### src/rtl/rename_stage.sv
// Register-rename stage: map table, circular physical-register free list and a
// single branch checkpoint, feeding a one-entry output register to dispatch.

package types_pkg;

  typedef struct packed {
    logic [31:0] pc;
    logic [6:0]  Opcode;
    logic [2:0]  func3;
    logic [6:0]  func7;
    logic [31:0] imm;
    logic [4:0]  rs1;
    logic [4:0]  rs2;
    logic [4:0]  rd;
    logic        rd_we;
    logic        fu_alu;
    logic        fu_br;
    logic        fu_mem;
  } decode_data;

  typedef struct packed {
    logic [31:0] pc;
    logic [6:0]  Opcode;
    logic [2:0]  func3;
    logic [6:0]  func7;
    logic [31:0] imm;
    logic [4:0]  rs1;
    logic [4:0]  rs2;
    logic [4:0]  rd;
    logic        rd_we;
    logic        fu_alu;
    logic        fu_br;
    logic        fu_mem;
    logic [6:0]  ps1;
    logic [6:0]  ps2;
    logic [6:0]  pd_new;
    logic [6:0]  pd_old;
  } rename_data;

endpackage

module rename_stage
  import types_pkg::*;
#(
  parameter int NUM_AREG = 32,
  parameter int NUM_PREG = 128
) (
  input  logic             clk,
  input  logic             reset,
  input  logic             valid_in,
  input  decode_data       data_in,
  output logic             ready_in,
  output logic             valid_out,
  output rename_data       data_out,
  input  logic             ready_out,
  input  logic             retire_valid,
  input  logic [6:0]       retire_pd_old,
  input  logic             mispredict,
  input  logic             branch_resolved,
  output logic [7:0]       free_count
);

  localparam int TW        = $clog2(NUM_PREG);
  localparam int FREE_INIT = NUM_PREG - NUM_AREG;

  logic [TW-1:0] map_q      [NUM_AREG];
  logic [TW-1:0] ckptMap_q  [NUM_AREG];
  logic [TW-1:0] freeList_q [NUM_PREG];
  logic [TW-1:0] head_q;
  logic [TW-1:0] tail_q;
  logic [TW-1:0] ckptHead_q;
  logic          ckptValid_q;
  logic          validOut_q;
  rename_data    dataOut_q;

  logic [TW-1:0] map_d [NUM_AREG];
  logic [TW-1:0] head_d;
  logic [TW-1:0] occupancy;
  logic [TW-1:0] allocPd;
  logic          needsAlloc;
  logic          outFree;
  logic          accept;
  logic          retirePush;
  rename_data    packet;

  assign occupancy  = tail_q - head_q;
  assign free_count = {1'b0, occupancy};
  assign needsAlloc = data_in.rd_we && (data_in.rd != 5'd0);
  assign outFree    = !validOut_q || ready_out;
  assign ready_in   = outFree
                   && !(needsAlloc && (occupancy == '0))
                   && !(data_in.fu_br && ckptValid_q)
                   && !mispredict;
  assign accept     = valid_in && ready_in;
  assign allocPd    = freeList_q[head_q];
  assign retirePush = retire_valid && (retire_pd_old != 7'd0);
  assign head_d     = needsAlloc ? head_q + TW'(1) : head_q;

  assign valid_out  = validOut_q;
  assign data_out   = dataOut_q;

  // Post-rename view of the map; a branch checkpoint must include its own rd write.
  always_comb begin
    map_d = map_q;
    if (needsAlloc) begin
      map_d[data_in.rd] = allocPd;
    end
  end

  always_comb begin
    packet        = '0;
    packet.pc     = data_in.pc;
    packet.Opcode = data_in.Opcode;
    packet.func3  = data_in.func3;
    packet.func7  = data_in.func7;
    packet.imm    = data_in.imm;
    packet.rs1    = data_in.rs1;
    packet.rs2    = data_in.rs2;
    packet.rd     = data_in.rd;
    packet.rd_we  = data_in.rd_we;
    packet.fu_alu = data_in.fu_alu;
    packet.fu_br  = data_in.fu_br;
    packet.fu_mem = data_in.fu_mem;
    packet.ps1    = map_q[data_in.rs1];
    packet.ps2    = map_q[data_in.rs2];
    if (needsAlloc) begin
      packet.pd_new = allocPd;
      packet.pd_old = map_q[data_in.rd];
    end
  end

  always_ff @(posedge clk or negedge reset) begin
    if (!reset) begin
      for (int i = 0; i < NUM_AREG; i++) begin
        map_q[i]     <= TW'(i);
        ckptMap_q[i] <= TW'(i);
      end
      for (int i = 0; i < NUM_PREG; i++) begin
        freeList_q[i] <= (i < FREE_INIT) ? TW'(i + NUM_AREG) : '0;
      end
      head_q      <= '0;
      tail_q      <= TW'(FREE_INIT);
      ckptHead_q  <= '0;
      ckptValid_q <= 1'b0;
      validOut_q  <= 1'b0;
      dataOut_q   <= '0;
    end else begin
      // Retirement frees a register regardless of flushes; the pop reads pre-push state.
      if (retirePush) begin
        freeList_q[tail_q] <= retire_pd_old;
        tail_q             <= tail_q + TW'(1);
      end
      if (mispredict) begin
        validOut_q  <= 1'b0;
        ckptValid_q <= 1'b0;
        if (ckptValid_q) begin
          map_q  <= ckptMap_q;
          head_q <= ckptHead_q;
        end
      end else begin
        if (branch_resolved) begin
          ckptValid_q <= 1'b0;
        end
        if (accept) begin
          validOut_q <= 1'b1;
          dataOut_q  <= packet;
          map_q      <= map_d;
          head_q     <= head_d;
          if (data_in.fu_br) begin
            ckptMap_q   <= map_d;
            ckptHead_q  <= head_d;
            ckptValid_q <= 1'b1;
          end
        end else if (ready_out) begin
          validOut_q <= 1'b0;
        end
      end
    end
  end

endmodule

### config.mk
export PLATFORM = sky130hd
export DESIGN_NAME = rename_stage
export DESIGN_NICKNAME = d
export VERILOG_FILES = /design/src/rtl/rename_stage.sv
export SDC_FILE = /design/constraint.sdc
export NUM_CORES = 2
export LEC_CHECK = 0
export BUFFER_PORTS_ARGS = -buffer_cell sky130_fd_sc_hd__buf_2
export CAP_MARGIN = 20
export CELL_PAD_IN_SITES_DETAIL_PLACEMENT = 0
export CELL_PAD_IN_SITES_GLOBAL_PLACEMENT = 2
export CORE_ASPECT_RATIO = 0.5
export CORE_MARGIN = 2
export CORE_UTILIZATION = 48
export DETAILED_ROUTE_END_ITERATION = 10
export PLACE_DENSITY_LB_ADDON = 0.1
export SLEW_MARGIN = 20
export SYNTH_ARGS = -nofsm -noshare
export SYNTH_HDL_FRONTEND = slang
export SYNTH_SLANG_ARGS = --single-unit
### constraint.sdc
create_clock -name clk -period 10.2 [get_ports clk]
set_clock_uncertainty 0.15 [all_clocks]
set_input_delay 0.51 -clock clk [delete_from_list [all_inputs] [get_ports clk]]
set_output_delay 0.51 -clock clk [all_outputs]
set_load 0.1 [all_outputs]
After elaboration in Yosys (flattened, before gate mapping)
Cells that the tools add are included.

Flip-flop bits (word level): 1495. Input bits: 114. Output and inout bits: 138. Word-level logic and storage cells: 287.

$add $sub $neg: 3. $lt $le $gt $ge: 7. Eq/ne operators: 1. Mux-type cells: 34. Bitwise gates (word level): 6. Reduce and logical (&&, ||, !) cells: 23.

Operators with widths (count): 896-bit bitwise mux (1); 224-bit two-way mux (4); 224-bit bitwise mux (1); 7-bit binary-select mux with 5-bit select (3); 7-bit two-way mux (14); 7-bit binary-select mux with 7-bit select (1); 7-bit demux with 7-bit select (1); 7-bit demux with 5-bit select (1); 6-bit >= comparator (second input constant) (3); 5-bit inverter with 6-bit output (3); 8-bit >= comparator (second input constant) (2); 7-bit inverter with 8-bit output (2); 7-bit by 1-bit adder with 7-bit output (second input constant) (2); 14-bit two-way mux (1); 1-bit logical AND (10); 8-bit by 1-bit < comparator with 1-bit output (second input constant) (1); 7-bit logical NOT (1); 1-bit two-way mux (7); 7-bit nonzero test (1); 7-bit subtractor (1); 6-bit by 1-bit < comparator with 1-bit output (second input constant) (1); 5-bit nonzero test (1); 1-bit logical NOT (4); 2-bit AND reduction (2); other kinds (6) (6).

Longest topological paths before layout
Word-level depth: 10. Gate-level depth with buffers: 18. Gate-level depth less buffers: 11.

Worst setup path after synthesis
OpenSTA, ideal clock, no wires.

Path kind: register to output. Start: register head_q[1]. End: output ready_in. Arrival time: 4.618 ns. Required time: 9.540 ns. Slack: 4.922 ns. Stages on the path, launching flop included: 13. Path buffers: 5. Cells stage by stage: dfrtp_1 -> buf_2 -> buf_2 -> buf_2 -> buf_4 -> buf_2 -> inv_1 -> ha_1 -> nand2b_1 -> a21oi_1 -> xor2_1 -> or3_1 -> o31a_1.

Cells in the longest elaborated chain, start to end: 7.

Ends and longest elaborated chain: start: declaration (RTL line 69) `logic [TW-1:0] head_q;`; start signal: assignment (RTL line 158) `head_q <= ckptHead_q;`; 7-bit subtractor (RTL line 86) `assign occupancy = tail_q - head_q;`; via free_count[3] (RTL line 60) `output logic [7:0] free_count`; 7-bit logical NOT (RTL line 91) `&& !(needsAlloc && (occupancy == '0))`; 1-bit logical AND (RTL line 91); 1-bit logical NOT (RTL line 91); 1-bit logical AND (RTL line 91); 1-bit logical AND (RTL line 92) `&& !(data_in.fu_br && ckptValid_q)`; 1-bit logical AND (RTL line 93) `&& !mispredict;`; end: declaration (RTL line 52) `output logic ready_in,`.

The timed path passes the listed nets, and every way through them passes these cells.

Worst setup path after layout
Start: register head_q[0]. End: register ckptMap_q[142] in the netlist's numbering.

Cells in the longest elaborated chain, start to end: 9. Elaborated cells on any way between the ends: 15. Classes of those cells: add/sub: 1; mux: 5; bitwise: 1; reduce/logical: 8.

Ends and longest elaborated chain: 7-bit subtractor (RTL line 86); 7-bit logical NOT (RTL line 91); 1-bit logical AND (RTL line 91); 1-bit logical NOT (RTL line 91); 1-bit logical AND (RTL line 91); 1-bit logical AND (RTL line 92); 1-bit logical AND (RTL line 93); 1-bit logical AND (RTL line 94) `assign accept = valid_in && ready_in;`; 3-bit AND reduction (no line); end signal: indexed assignment (RTL line 136) `ckptMap_q[i] <= TW'(i);`; end signal: assignment (RTL line 170) `ckptMap_q <= map_d;`; end: declaration (RTL line 67) `logic [TW-1:0] ckptMap_q [NUM_AREG];`.

Several ways; a longest one is shown, not always the timed one. The select of a mux whose other input is x is not followed. A chain may end at the register's enable or synchronous reset.

==> impl_metrics.csv <==
group,metric,value,unit
status,outcome,"finished, final reports clean",
placed_design,hpwl,142000,um
synth,synth_xor_area_share,0.179,%
power_and_ir_drop,p_switching,7650,uW
synth,synth_top_family_by_area,"multiplexers",
route,vias_per_cell,6.38,
synth,synth-seq-cells,1495,
grt,grt-ovfl-total,0,
floorplan,fp.coreArea,152000,um^2
grt,antenna_found_initial,7,
worst_setup_path,timing.rr.start,"head_q[0]$_DFFE_PN0P_",
placed_design,io_buffers,250,
timing,fmax,0.176,GHz
route,vias,51120,
worst_setup_path,startpoint,"head_q[0]$_DFFE_PN0P_",
grt,grt_pass1_vias,51967,
worst_setup_path,endpoint,"ckptMap_q[142]$_DFFE_PN0P_",
worst_setup_path,r2r-end,"ckptMap_q[142]$_DFFE_PN0P_",
synth,syn_avg_cell_area,12.7,um^2
clock_tree,cts_tree,"yes",
synth,async_flop_share,100,%
clock_tree,post_cts_buffers,0,
layout,fill_cells,12751,
floorplan,die-area,156000,um^2
synth,yosys.area_share.simple,7.00,%
power_and_ir_drop,vdd_ir_drop_max,0.176,mV
synth,ys_seq_area_share,52.0,%
worst_setup_path,end_kind,"flip-flop",
worst_setup_path,startpoint_type,"flip-flop",
synth,netlist.area_leader.share,33.0,%
route,postRouteAntennaNets,0,
worst_setup_path,reg2reg_depth,9,
clock_tree,htreeDepth,4,
clock_tree,clkTransAtPathRegs,0.07,ns
clock_tree,worstSkewPairLatency,0.80,ns
synth,yosysWarnings,0,
synth,yosysMostFrequentCell,"dfrtp_1",
timing,finalWorstSetupSlack,4.51,ns
synth,synthFlopType,"dfrtp_1",
timing,rsz0062_at_grt,"no",
worst_setup_path,worstPathArrival,6.15,ns
timing,setup_tns,0,ns
route,drt_iter0_markers,5167,
timing,period_share,55.8,%
clock_tree,cts_buffer_depth,4,
placed_design,dp_slack,4.56,ns
power_and_ir_drop,p_leak,0.0352,uW
power_and_ir_drop,cellPowerDensity,250,nW/um^2
worst_hold_path,hold_class,"in -> reg",
synth,ys_top_cells_by_area,"dfrtp_1, dfstp_2, mux2_2",
worst_setup_path,cp_max_fo,50,
synth,synth_area,73200,um^2
synth,yosys.area_share.adder,0.164,%
timing,slew_headroom,21.1,%
clock_tree,root_buffer,"clkbuf_16",
worst_setup_path,worstSetupPathType,"reg -> reg",
floorplan,fp.dieW,556,um
floorplan,die_y,280,um
timing,whs,0.104,ns
floorplan,pin_count,252,
synth,synth.net_count,5884,
synth,synth_mux_area_share,28.7,%
clock_tree,cts_sinks,1495,
floorplan,initial_core_util,48.3,%
timing,maxSlewViolCount,0,
floorplan,rows,101,
layout,syn_to_final_growth,11.7,%
power_and_ir_drop,p_clk_share,27.4,%
timing,period_needed,5.69,ns
route,drt_drc_violations_left,0,
worst_setup_path,required,10.66,ns
power_and_ir_drop,power_frac_seq,40.5,%
synth,synthTopCellsByCount,"dfrtp_1, mux2_2, nand2_1",
synth,synth-edff-count,0,
grt,grt_max_degree,209,
route,drt_wl_total,227000,um
power_and_ir_drop,swShare,37.4,%
grt,grt_pass1_wl,343000,um
synth,synth-compound-area-share,9.11,%
power_and_ir_drop,comb_power_share,32.0,%
clock_tree,cts_buffers,151,
timing,setup_viol,0,
route,wl_per_cell,28.4,um
synth,postSynthCellCount,5761,
synth,ys_types,74,
timing,worst_pin_slew,1.18,ns
worst_setup_path,r2r_slack,4.51,ns
placed_design,gp_congestion,0.866,
layout,drive_above_1_share,40.3,%
route,dr.pass1.iters,5,
synth,synth_top_area_cell,"dfrtp_1",
flow_run,max_cap_viol_count,0,
timing,finalHoldViolCount,0,
power_and_ir_drop,p_int,12800,uW
layout,fin_nets,6007,
grt,grt_usage,29.1,%
==> critical path: stages (launching register included) <==
cell and delay (ns):
dfrtp_4 0.68, buf_4 0.60, buf_4 0.82, mux4_2 0.61, mux4_2 0.55, a21oi_1 0.17
o211ai_1 0.24, nand2_2 0.51, buf_4 0.75, o21ai_0 0.23
==> layer usage <==
layer	vias to the layer above	part of all wire (%)	GRT usage, %
met5	-	0.026	0
met4	8	2.9	8.54
met3	379	6.5	5.16
met2	1854	47	46.3
met1	27142	44	41.0
li1	21737	-	-
==> cells by family after synthesis <==
| logic type | Yosys count |
|---|---|
| AOI/OAI and AO/OA | 1110 |
| xor gates and xnor gates | 15 |
| adders and majority gates | 9 |
| buffers and inverters | 482 |
| DFF | 1495 |
| muxes | 1483 |
| other | 1 |
| and+or+nand+nor | 1166 |
==> stage by stage <==
step | utilization, % | instance area [um^2] | power (uW) | instances
4_1_cts | 53.9 | 81700 | 20500 | 8003
5_1_grt | 53.9 | 81800 | 21300 | 8004
2_1_floorplan | - | 73200 | 12600 | 5761
3_3_place_gp | 50.1 | 76000 | 14700 | 7647
6_report | 53.9 | 81800 | 20500 | 8007
3_5_place_dp | 50.1 | 76000 | 14900 | 7647
==> final cells by class <==
| type | instances | area, um^2 | area share, % |
|---|---|---|---|
| antenna | 3 | 7.51 | 0.00918 |
| tap | 2008 | 2510 | 3.07 |
| multi-input combinational | 3784 | 33200 | 40.6 |
| clock inverter | 50 | 549 | 0.672 |
| clock buffer | 215 | 4290 | 5.25 |
| timing repair buffer | 437 | 3100 | 3.79 |
| sequential | 1495 | 38100 | 46.6 |
| inverter | 15 | 58.8 | 0.0719 |
==> power groups by stage <==
stage / clock network, uW / logic, uW / registers (uW)
CTS: 5730 / 6540 / 8280
floorplan: 0 / 3900 / 8740
finish: 5620 / 6550 / 8290
detailed placement: 0 / 6500 / 8370
global placement: 0 / 6410 / 8270
global route: 5990 / 6910 / 8440
==> state kept, by name (all words and copies together) (netlist names) <==
| register | flops |
|---|---|
| freeList_q | 896 |
| ckptMap_q | 224 |
| map_q | 224 |
| data_out | 128 |
| ckptHead_q | 7 |
| head_q | 7 |
| tail_q | 7 |
| ckptValid_q | 1 |
| valid_out | 1 |
==> repair_timing <==
action                    in CTS  in global routing
hold buffers                  91                  0
hold endpoints to repair     165                  0
gates resized for setup        0                  0
==> worst min-delay path by stage <==
stage	start	to	slack (ns)	cells past startpoint
2_1_floorplan	reset	ckptHead_q[0]$_DFFE_PN0P_	0.06	0
6_report	retire_valid	tail_q[0]$_DFFE_PN0P_	0.10	4
3_5_place_dp	data_out[93]$_DFFE_PN0P_	data_out[93]$_DFFE_PN0P_	0.31	2
5_1_grt	retire_valid	tail_q[0]$_DFFE_PN0P_	0.11	4
3_3_place_gp	data_out[126]$_DFFE_PN0P_	data_out[126]$_DFFE_PN0P_	0.30	2
4_1_cts	retire_valid	tail_q[0]$_DFFE_PN0P_	0.08	4
==> layout by cell type (no fill, tap or decap), types with 40 or more instances in the layout <==
cell / instances
mux2i_1: 169
mux2_1: 40
buf_2: 235
buf_4: 97
dfstp_2: 530
a31oi_1: 41
clkbuf_16: 153
dlygate4sd3_1: 91
nand3_1: 45
o221ai_1: 40
mux4_2: 399
o22ai_1: 161
o21ai_0: 256
nor2_1: 234
a21oi_1: 403
nand2_1: 597
mux2_2: 875
a22oi_1: 76
and3_1: 147
dfrtp_1: 961
Note: power is estimated with default switching activity, not from simulation.
